--- config.mk ---
export PLATFORM = sky130hd
export DESIGN_NAME = hazard_unit
export DESIGN_NICKNAME = d
export VERILOG_FILES = /design/src/rtl/hazard_unit.sv
export SDC_FILE = /design/constraint.sdc
export NUM_CORES = 1
export LEC_CHECK = 0
export ABC_AREA = 0
export BUFFER_PORTS_ARGS = -buffer_cell sky130_fd_sc_hd__buf_2
export CAP_MARGIN = 25
export CORE_MARGIN = 1
export CORE_UTILIZATION = 25
export CTS_CLUSTER_DIAMETER = 120
export CTS_CLUSTER_SIZE = 20
export DETAILED_ROUTE_END_ITERATION = 6
export SLEW_MARGIN = 20
export SYNTH_ARGS = -nofsm -noshare
export SYNTH_HDL_FRONTEND = slang
export SYNTH_SLANG_ARGS = --single-unit
--- constraint.sdc ---
create_clock -name clk -period 2.92 [get_ports clk]
set_input_delay 0.292 -clock clk [delete_from_list [all_inputs] [get_ports clk]]
set_output_delay 0.292 -clock clk [all_outputs]
set_load 0.005 [all_outputs]
--- src/rtl/hazard_unit.sv ---
// hazard_unit: load-use hazard detector with saturating stall-cycle counter
package opcodes_pkg;
  typedef enum logic [5:0] {
    LUI, AUIPC, JAL, JALR,
    BEQ, BNE, BLT, BGE, BLTU, BGEU,
    LB, LH, LW, LBU, LHU,
    SB, SH, SW,
    ADDI, SLTI, SLTIU, XORI, ORI, ANDI, SLLI, SRLI, SRAI,
    ADD, SUB, SLL, SLT, SLTU, XOR, SRL, SRA, OR, AND,
    OP_INVALID = 6'h3f
  } opcode_out_t;
endpackage

module hazard_unit
  import opcodes_pkg::*;
#(
  parameter int CNT_WIDTH = 32
) (
  input  logic                 clk,
  input  logic                 rst_n,
  input  opcode_out_t          opcode_in,
  input  logic [4:0]           id_reg1_idx,
  input  logic [4:0]           id_reg2_idx,
  input  logic [4:0]           ex_reg_wr_idx,
  input  logic                 ex_do_mem_read_en,
  output logic                 hazardFEEnable,
  output logic                 hazardIDEXClear,
  output logic [CNT_WIDTH-1:0] stall_count
);
  logic uses_rs1, uses_rs2, hazard;
  // decode which source registers the ID instruction actually reads
  always_comb begin
    uses_rs1 = 1'b0;
    uses_rs2 = 1'b0;
    case (opcode_in)
      ADD, SUB, AND, OR, XOR, SLL, SRL, SRA, SLT, SLTU,
      BEQ, BNE, BLT, BGE, BLTU, BGEU, SB, SH, SW: begin
        uses_rs1 = 1'b1;
        uses_rs2 = 1'b1;
      end
      JALR, LB, LH, LW, LBU, LHU,
      ADDI, SLTI, SLTIU, XORI, ORI, ANDI, SLLI, SRLI, SRAI: uses_rs1 = 1'b1;
      default: ;
    endcase
  end
  assign hazard = ex_do_mem_read_en && (ex_reg_wr_idx != 5'd0) &&
                  ((uses_rs1 && id_reg1_idx == ex_reg_wr_idx) ||
                   (uses_rs2 && id_reg2_idx == ex_reg_wr_idx));
  assign hazardIDEXClear = hazard;
  assign hazardFEEnable  = !hazard;
  // count stall cycles, holding at all-ones instead of wrapping
  always_ff @(posedge clk or negedge rst_n)
    if (!rst_n) stall_count <= '0;
    else if (hazard && !(&stall_count)) stall_count <= stall_count + 1'b1;
endmodule

==> results of run 1 <==
power groups by stage:
stage	logic, mW	clock network [mW]	registers (mW)
final	0.0975	0.464	0.473
after global routing	0.111	0.495	0.477
after CTS	0.101	0.475	0.474
after detailed placement	0.100	0	0.482
after global placement	0.0985	0	0.481
after floorplan	0.0421	0	0.481
cells in the final DEF, fill, tap and decap left out, types with 2 or more instances in the layout:
| master | synthesis | routed |
|---|---|---|
| and4_1 | 4 | 4 |
| xnor2_1 | 11 | 11 |
| nand3_1 | 12 | 12 |
| or2_1 | 2 | 2 |
| buf_4 | 4 | 2 |
| buf_2 | 3 | 57 |
| nand4_1 | 6 | 6 |
| nor2_1 | 7 | 7 |
| nor4_1 | 3 | 3 |
| nor4b_2 | 4 | 4 |
| and3_1 | 4 | 4 |
| nor4b_1 | 2 | 2 |
| xor2_1 | 30 | 30 |
| clkbuf_8 | 0 | 7 |
| dfrtp_1 | 32 | 32 |
| nor3b_1 | 4 | 4 |
| or4_1 | 3 | 3 |
| nand2_1 | 13 | 13 |
| nor4_2 | 8 | 8 |
| nor3_1 | 13 | 13 |
| o211ai_1 | 2 | 2 |
| inv_2 | 2 | 2 |
final cells by class:
class / instances / share of cell area
tap: 99 / 0.0505
clock inverter: 1 / 0.0122
sequential: 32 / 0.326
clock buffer: 7 / 0.0392
timing repair buffer: 60 / 0.130
multi-input combinational: 142 / 0.438
inverter: 2 / 0.00306
critical path, stage by stage (launching register included):
cell and delay [ps]:
dfrtp_1 400, ha_1 170, and3_1 180, nand3_2 200
or4_4 650, nor3_4 380, buf_12 240, nor4b_1 90
xor2_1 150
per-layer routing:
layer | GRT usage | wire, um
met2 | 0.183 | 1980
met3 | 0.0384 | 210
met1 | 0.163 | 2100
met5 | 0 | 0
met4 | 0.0332 | 56
stage by stage:
stage	hold WS, ps	instances
finish	54.6	343
global route	123	343
CTS	93.3	343
detailed placement	401	335
global placement	389	335
floorplan	-3.59	183
logic make-up (layout without fill, tap and decap cells):
group,Yosys count,count (layout)
buf+inv,9,70
flops,32,32
compound gates,7,7
mux,2,2
fa+ha+maj,1,1
simple gates,91,91
xor+xnor,41,41
worst paths after layout:
| kind | end | slack [ps] | cells after the start |
|---|---|---|---|
| worst max register to register | stall_count[16] | 320 | 8 |
| worst min register to register | stall_count[9] | 480 | 1 |
| min in group clk | stall_count[9] | 480 | 1 |
| worst max-delay path | stall_count[16] | 320 | 8 |
| worst min-delay path | stall_count[23] | 50 | 1 |
| max in group asynchronous | stall_count[26] | 2390 | 1 |
==> results.py, run 1 <==
metrics = {
    "power_and_ir_drop": {
        "power_density_mw_per_mm2": 421,
        "p_sw_mw": 0.228,
        "pwr-share-seq": 0.458,
        "pwr-share-comb": 0.094,
        "sw_frac_of_total": 0.220,
        "clockPowerShare": 0.448,
        "leakage_nw": 1.23,
        "irDropWorstVdd_uv": 155,
        "intPower_mw": 0.807,
        "fin_total_pwr_mw": 1.03,
    },
    "synth": {
        "synth_top_area_frac": 0.417,
        "synth_fa_ha_area_frac": 0.00652,
        "synth_top_area_cell": "dfrtp_1",
        "synth.distinct_cells": 35,
        "yosys.cell_count.top_type": "dfrtp_1",
        "synth-seq-area-share": 0.417,
        "synth_top_family_by_area": "simple AND/OR/NAND/NOR gates",
        "synth_edf_count": 0,
        "synthMuxAreaShare": 0.0111,
        "synthTopCellsByCount": "dfrtp_1 (32), xor2_1 (30), nand2_1 (13), nor3_1 (13), nand3_1 (12)",
        "synth_ff_type": "dfrtp_1",
        "syn_avg_cell_area_sq_um": 10.5,
        "yosys_warnings": 0,
        "synthesis.area_sq_mm": 0.00192,
        "synth_seq_cells": 32,
        "synth_cells": 183,
        "synth-simple-area-share": 0.321,
        "synth_xor_area_frac": 0.187,
        "synth-compound-area-share": 0.0294,
        "synthArstFlopShare": 1.00,
        "synthTopCellsByArea": "dfrtp_1 (42%), xor2_1 (14%), nor4_2 (5.2%), xnor2_1 (5.0%), nor3_1 (3.4%)",
        "synthesis.nets": 208,
    },
    "route": {
        "routedWlPerCell_um": 12.7,
        "drc_errors": 0,
        "drt_iter0_markers": 35,
        "ant_nets": 0,
        "vias_per_cell": 4.55,
        "dr.pass1.iters": 4,
        "via_count": 1562,
        "routed_wl_mm": 4.35,
    },
    "grt": {
        "grt_max_degree": 33,
        "grt_usage": 0.120,
        "grt_antenna_before_repair": 0,
        "overflow": 0,
        "grt_pass1_wl_mm": 7.37,
        "grt_pass1_vias": 1522,
    },
    "sta": {
        "layout_setup_ws_ps": 324,
        "finalHoldViolCount": 0,
        "finalSetupViolations": 0,
        "skew_ps": 9.77,
        "finalCriticalPeriod_ps": 2600,
        "slew_headroom": 0.523,
        "final_max_slew_viol_count": 0,
        "fmax_mhz": 385,
        "worst_pin_slew_ps": 715,
        "finalSetupTns_ps": 0,
        "finalCritPeriodShare": 0.889,
        "grt_setup_unrepaired": "no",
    },
    "place": {
        "dp_hpwl_mm": 3.34,
        "port_buffers": 57,
        "place_area_sq_mm": 0.00233,
        "gp_congestion": 0.813,
        "pre_cts_ws_ps": 311,
    },
    "final_layout": {
        "syn_to_final_growth_pct": 28.0,
        "fin_nets": 268,
        "finalInstanceArea_sq_mm": 0.00245,
        "seq_area_sq_um": 801,
        "regMostFlops": "stall_count",
        "largest_reg_flops": 32,
        "utilization": 0.335,
        "antenna_cells": 0,
        "fill_cells": 749,
        "top_regs": "stall_count: 32 flops",
        "layout-drive-gt1-share": 0.352,
        "multiInputGateArea_sq_mm": 0.00108,
    },
    "clocking": {
        "clockRootBuffer": "clkbuf_8",
        "clk_pin_slew_worst_paths_ps": 70,
        "cts.sinks": 32,
        "numCtsBuffers": 5,
        "clock_latency_ps": 280,
        "cts_hold_buffers": 0,
        "clock_path_buffers": 2,
        "h-tree-depth": 2,
        "post_cts_buffers": 0,
        "cts_tree": "yes",
        "ctsResizeCount": 0,
    },
    "hold_path": {
        "min_path_type": "in -> async",
    },
    "setup_path": {
        "critPathArrivalTime_ps": 2750,
        "regToRegStartpoint": "stall_count[0]",
        "critPathMaxFanout": 25,
        "worstPathRequired_ps": 3080,
        "worstSetupPathType": "reg -> reg",
        "cp-start-kind": "flop",
        "cp-startpoint": "stall_count[0]",
        "cp-end-kind": "flop",
    },
    "floorplan": {
        "io_pins": 58,
        "core_sq_mm": 0.00733,
        "die_h_um": 89.6,
        "num_rows": 31,
        "die_x_um": 89.6,
        "start_util": 0.262,
        "die_area_sq_mm": 0.00803,
    },
    "status": {
        "status": "finished, final reports clean",
    },
    "job": {
        "cap_violations": 0,
    },
}
(Power assumes the default switching activity.)
==> run 2, diff against run 1 <==
--- a/config.mk
+++ b/config.mk
@@ -13,6 +13,7 @@
 export CTS_CLUSTER_DIAMETER = 120
 export CTS_CLUSTER_SIZE = 20
 export DETAILED_ROUTE_END_ITERATION = 6
+export GPL_TIMING_DRIVEN = 0
 export SLEW_MARGIN = 20
 export SYNTH_ARGS = -nofsm -noshare
 export SYNTH_HDL_FRONTEND = slang
==> constraint.sdc (replaced) <==
create_clock -name clk -period 2.49 [get_ports clk]
set_input_delay 0.249 -clock clk [delete_from_list [all_inputs] [get_ports clk]]
set_output_delay 0.249 -clock clk [all_outputs]
set_load 0.005 [all_outputs]
==> run 2 against run 1 <==
Against the previous run:
- clock power down 11%
- sequential power up 17%
- clock skew down 6.1 ps
- flip-flop and latch count unchanged
- hold slack worse by 36 ps
- total power up 4.3%
- count of clock-buffer cells in the layout down 1
- critical endpoint unchanged
- largest cell class unchanged
==> results.py, run 2 (synthesis results as in run 1) <==
metrics = {
    "final_layout": {
        "stdcell_count": 346,
        "top_regs": "stall_count: 32 flops",
        "fin_nets": 271,
        "final_cell_mix": "buf_2 (59), dfrtp_1 (32), xor2_1 (30)",
        "fill_cells": 762,
        "layout-drive-gt1-share": 0.364,
        "regMostFlops": "stall_count",
        "utilization": 0.332,
        "largest_reg_flops": 32,
        "syn_to_final_growth_pct": 27.0,
        "multiInputGateArea_sq_mm": 0.00108,
        "antenna_cells": 0,
        "final_common_cell": "buf_2",
        "seq_area_sq_um": 801,
    },
    "power_and_ir_drop": {
        "leakage_nw": 1.22,
        "fin_total_pwr_mw": 1.08,
        "power_density_mw_per_mm2": 443,
        "pwr-share-comb": 0.103,
        "intPower_mw": 0.813,
        "clockPowerShare": 0.383,
        "irDropWorstVdd_uv": 174,
        "pwr-share-seq": 0.514,
        "sw_frac_of_total": 0.247,
        "p_sw_mw": 0.266,
    },
    "grt": {
        "grt_pass1_wl_mm": 7.77,
        "grt_usage": 0.127,
        "grt_max_degree": 33,
        "grt_antenna_before_repair": 0,
        "use_met1": 0.164,
        "overflow": 0,
        "grt.met3_usage": 0.0320,
        "grt_pass1_vias": 1588,
        "grt-busiest-layer": "met2",
        "use_met2": 0.209,
    },
    "sta": {
        "grt_setup_unrepaired": "no",
        "layout_setup_ws_ps": 147,
        "finalSetupViolations": 0,
        "finalHoldViolCount": 0,
        "slew_headroom": 0.520,
        "skew_ps": 3.64,
        "finalCriticalPeriod_ps": 2340,
        "final_max_slew_viol_count": 0,
        "finalCritPeriodShare": 0.941,
        "fmax_mhz": 427,
        "whs_ps": 18.9,
        "worst_pin_slew_ps": 720,
    },
    "floorplan": {
        "die_x_um": 89.6,
        "start_util": 0.262,
        "die_h_um": 89.6,
        "die_area_sq_mm": 0.00803,
        "core_sq_mm": 0.00733,
        "num_rows": 31,
        "io_pins": 58,
    },
    "clocking": {
        "numCtsBuffers": 5,
        "post_cts_buffers": 0,
        "h-tree-depth": 2,
        "clk_pin_slew_worst_paths_ps": 70,
        "clockRootBuffer": "clkbuf_8",
        "cts_tree": "yes",
        "cts_hold_buffers": 0,
        "cts.sinks": 32,
        "clock_path_buffers": 2,
        "clock_latency_ps": 280,
    },
    "route": {
        "drc_errors": 0,
        "drt_iter0_markers": 76,
        "vias_per_cell": 4.67,
        "routedWlPerCell_um": 13.3,
        "ant_nets": 0,
        "dr.pass1.iters": 5,
        "via_count": 1616,
        "routed_wl_mm": 4.61,
    },
    "setup_path": {
        "worstPathRequired_ps": 2640,
        "cp-end-kind": "flop",
        "critPathMaxFanout": 10,
        "r2r_cells": 7,
        "cp-start-kind": "flop",
        "worstSetupPathType": "reg -> reg",
        "critPathArrivalTime_ps": 2490,
    },
    "place": {
        "dp_cells": 338,
        "port_buffers": 56,
        "gp_congestion": 0.838,
        "dp_hpwl_mm": 3.48,
        "pre_cts_ws_ps": -24.3,
    },
    "hold_path": {
        "min_path_type": "in -> async",
    },
    "status": {
        "status": "finished, final reports clean",
    },
    "job": {
        "cap_violations": 0,
    },
}
[run 2: cell types whose count changed in the layout (fill, tap and decap cells not counted), sizes merged]
cell,delta
buf,+3
clkbuf,-1
clkinv,+2
bufinv,-1
[run 2: worst paths after layout]
| path | from | end | slack (ps) |
|---|---|---|---|
| max | stall_count[15] | stall_count[16] | 150 |
| min | rst_n | stall_count[26] | 20 |
| max reg2reg | stall_count[15] | stall_count[16] | 150 |
| min reg2reg | stall_count[28] | stall_count[28] | 490 |
| max in group asynchronous | rst_n | stall_count[6] | 2010 |
| min in group clk | stall_count[28] | stall_count[28] | 490 |
[run 2: critical path, stage by stage (launching register included)]
cell,delay (ps)
dfrtp_1,450
and3_2,260
nand4_1,130
or4_4,630
nor3_4,270
buf_6,200
nor4b_1,80
xor2_1,160
[run 2: area by class of cell]
type                            instances  share of cell area
Inverter                                2             0.00308
Clock buffer                            6              0.0339
Multi-Input combinational cell        142               0.443
Buffer                                  7              0.0216
Sequential cell                        32               0.329
Clock inverter                          2             0.00411
Timing Repair Buffer                   56               0.115
Tap cell                               99              0.0508
[run 2: routing by layer]
metal,vias to the layer above,part of all wire
met5,-,0
met4,0,0.020
met3,10,0.053
met2,43,0.47
met1,775,0.46
li1,788,-
[run 2: power groups by stage]
stage,combinational (mW),clock (mW),sequential [mW]
after floorplan,0.0494,0,0.565
after global placement,0.110,0,0.566
after detailed placement,0.115,0,0.565
after CTS,0.115,0.420,0.555
after global routing,0.128,0.446,0.558
final,0.112,0.413,0.555
[run 2: repair_timing]
| action | CTS | global route |
|---|---|---|
| resized for setup | 1 | 4 |
| pin swaps | 1 | 1 |
| hold endpoints to repair | 0 | 0 |
| setup endpoints to repair | 9 | 31 |
[run 2: stage by stage]
stage	instance area [sq um]	setup TNS, ps
2_1_floorplan	1920	0
3_3_place_gp	2320	-2.37
3_5_place_dp	2320	-30.8
4_1_cts	2420	0
5_1_grt	2440	0
6_report	2440	0
==> run 3, diff against run 2 <==
--- a/config.mk
+++ b/config.mk
@@ -14,6 +14,7 @@
 export CTS_CLUSTER_SIZE = 20
 export DETAILED_ROUTE_END_ITERATION = 6
 export GPL_TIMING_DRIVEN = 0
+export MAX_ROUTING_LAYER = met4
 export SLEW_MARGIN = 20
 export SYNTH_ARGS = -nofsm -noshare
 export SYNTH_HDL_FRONTEND = slang
==> run 3 against run 2 <==
Against the previous run:
- combinational power about the same
- setup slack about the same
- largest power group unchanged
- non-clock buffer count unchanged
- highest routed layer unchanged
- register-to-register slack hardly changed
- clock power about the same
- sequential share of layout area did not move
==> results.py, run 3 (synthesis results as in run 1) <==
metrics = {
    "status": {
        "status": "finished, final reports clean",
    },
    "floorplan": {
        "core_sq_mm": 0.00733,
        "die_x_um": 89.6,
        "num_rows": 31,
        "die_area_sq_mm": 0.00803,
        "die_h_um": 89.6,
        "start_util": 0.262,
        "io_pins": 58,
    },
    "job": {
        "cap_violations": 0,
    },
    "setup_path": {
        "critPathArrivalTime_ps": 2490,
        "path_buf_inv": 1,
        "worstSetupPathType": "reg -> reg",
        "cp-end-kind": "flop",
        "cp-start-kind": "flop",
        "rrSetupSlack_ps": 150,
        "r2r_cells": 7,
        "slowest_stage": "or4_4",
        "worstPathRequired_ps": 2640,
        "regToRegStartpoint": "stall_count[15]",
        "cpPeakStageDelay_ps": 630,
        "critPathMaxFanout": 10,
        "cp_cell_sequence": "and3_2 > nand4_1 > or4_4 > nor3_4 > buf_6 > nor4b_1 > xor2_1",
        "crit_family": "simple AND/OR/NAND/NOR gates",
        "regToRegEndpoint": "stall_count[16]",
    },
    "power_and_ir_drop": {
        "sw_frac_of_total": 0.247,
        "irDropWorstVdd_uv": 175,
        "p_sw_mw": 0.267,
        "clockPowerShare": 0.383,
        "power_density_mw_per_mm2": 443,
        "leakage_nw": 1.22,
        "pwr-share-comb": 0.103,
        "intPower_mw": 0.813,
        "pwr-share-seq": 0.514,
    },
    "route": {
        "drt_iter0_markers": 92,
        "drc_errors": 0,
        "dr.pass1.iters": 4,
        "routedWlPerCell_um": 13.3,
        "vias_per_cell": 4.70,
        "routed_wl_mm": 4.61,
        "via_count": 1625,
        "ant_nets": 0,
    },
    "grt": {
        "grt_usage": 0.131,
        "grt_pass1_vias": 1590,
        "grt_pass1_wl_mm": 7.76,
        "grt_max_degree": 33,
        "grt_antenna_before_repair": 0,
        "overflow": 0,
    },
    "final_layout": {
        "syn_to_final_growth_pct": 27.0,
        "top_regs": "stall_count: 32 flops",
        "finalInstanceArea_sq_mm": 0.00244,
        "utilization": 0.332,
        "final_cell_mix": "buf_2 (59), dfrtp_1 (32), xor2_1 (30)",
        "regMostFlops": "stall_count",
        "fill_cells": 762,
        "fin_nets": 271,
        "largest_reg_flops": 32,
        "final_common_cell": "buf_2",
        "antenna_cells": 0,
        "layout-drive-gt1-share": 0.364,
    },
    "place": {
        "port_buffers": 56,
        "place_area_sq_mm": 0.00232,
        "gp_congestion": 0.851,
        "dp_hpwl_mm": 3.48,
    },
    "sta": {
        "fmax_mhz": 427,
        "slew_headroom": 0.522,
        "finalCriticalPeriod_ps": 2340,
        "grt_setup_unrepaired": "no",
        "finalSetupTns_ps": 0,
        "whs_ps": 19.7,
        "skew_ps": 4.91,
        "finalCritPeriodShare": 0.941,
        "worst_pin_slew_ps": 718,
        "final_max_slew_viol_count": 0,
        "finalHoldViolCount": 0,
        "finalSetupViolations": 0,
    },
    "clocking": {
        "clk_pin_slew_worst_paths_ps": 70,
        "cts_tree": "yes",
        "clock_path_buffers": 2,
        "clockRootBuffer": "clkbuf_8",
        "cts.sinks": 32,
        "numCtsBuffers": 5,
        "clock_latency_ps": 280,
        "h-tree-depth": 2,
        "cts_hold_buffers": 0,
    },
    "hold_path": {
        "min_path_type": "in -> async",
    },
}
[run 3: cell counts in the layout (fill, tap and decap cells not counted)]
No cell type changed its count.
[run 3: per-layer routing]
metal | vias to the layer above | share of wire | GRT usage
li1 | 791 | - | -
met1 | 782 | 0.46 | 0.165
met2 | 42 | 0.47 | 0.209
met3 | 10 | 0.046 | 0.0302
met4 | 0 | 0.017 | 0.0375
met5 | - | 0 | -
[run 3: final cells by class]
class | count | area, sq um | area share
well taps | 99 | 124 | 0.0508
clock inverters | 2 | 10.0 | 0.00411
clock buffers | 6 | 82.6 | 0.0339
flip-flops and latches | 32 | 801 | 0.329
inverters | 2 | 7.51 | 0.00308
repair buffers | 56 | 280 | 0.115
multi-input cells | 142 | 1080 | 0.443
plain buffers | 7 | 52.6 | 0.0216
[run 3: per-stage QoR]
step	std cells	worst slack (ps)	power, mW
4_1_cts	346	29.8	1.09
3_5_place_dp	338	-24.3	0.680
2_1_floorplan	183	217	0.614
6_report	346	147	1.08
5_1_grt	346	2.38	1.13
3_3_place_gp	338	-2.37	0.676
[run 3: worst reg2reg max path, stage by stage, from the launching register on]
cell     delay, ps
dfrtp_1        450
and3_2         260
nand4_1        130
or4_4          630
nor3_4         270
buf_6          210
nor4b_1         80
xor2_1         160
[run 3: what timing repair did]
action | in CTS | in global routing
setup endpoints to repair | 9 | 31
buffers inserted | 0 | 0
pin swaps | 1 | 1
resized for setup | 1 | 4
[run 3: worst max-delay path by stage]
stage,from,to,slack (ps),cells past startpoint
4_1_cts,stall_count[0],stall_count[3],30,8
3_5_place_dp,stall_count[0],stall_count[16],-20,8
6_report,stall_count[15],stall_count[16],150,7
3_3_place_gp,stall_count[0],stall_count[16],-2,8
5_1_grt,stall_count[15],stall_count[16],2,7
2_1_floorplan,stall_count[0],stall_count[16],220,8
[run 3: power groups by stage]
stage          sequential, mW  combinational [mW]  clock (mW)
6_report                0.555               0.112       0.413
2_1_floorplan           0.565              0.0494           0
3_5_place_dp            0.565               0.115           0
4_1_cts                 0.555               0.115       0.420
5_1_grt                 0.558               0.128       0.446
3_3_place_gp            0.566               0.110           0
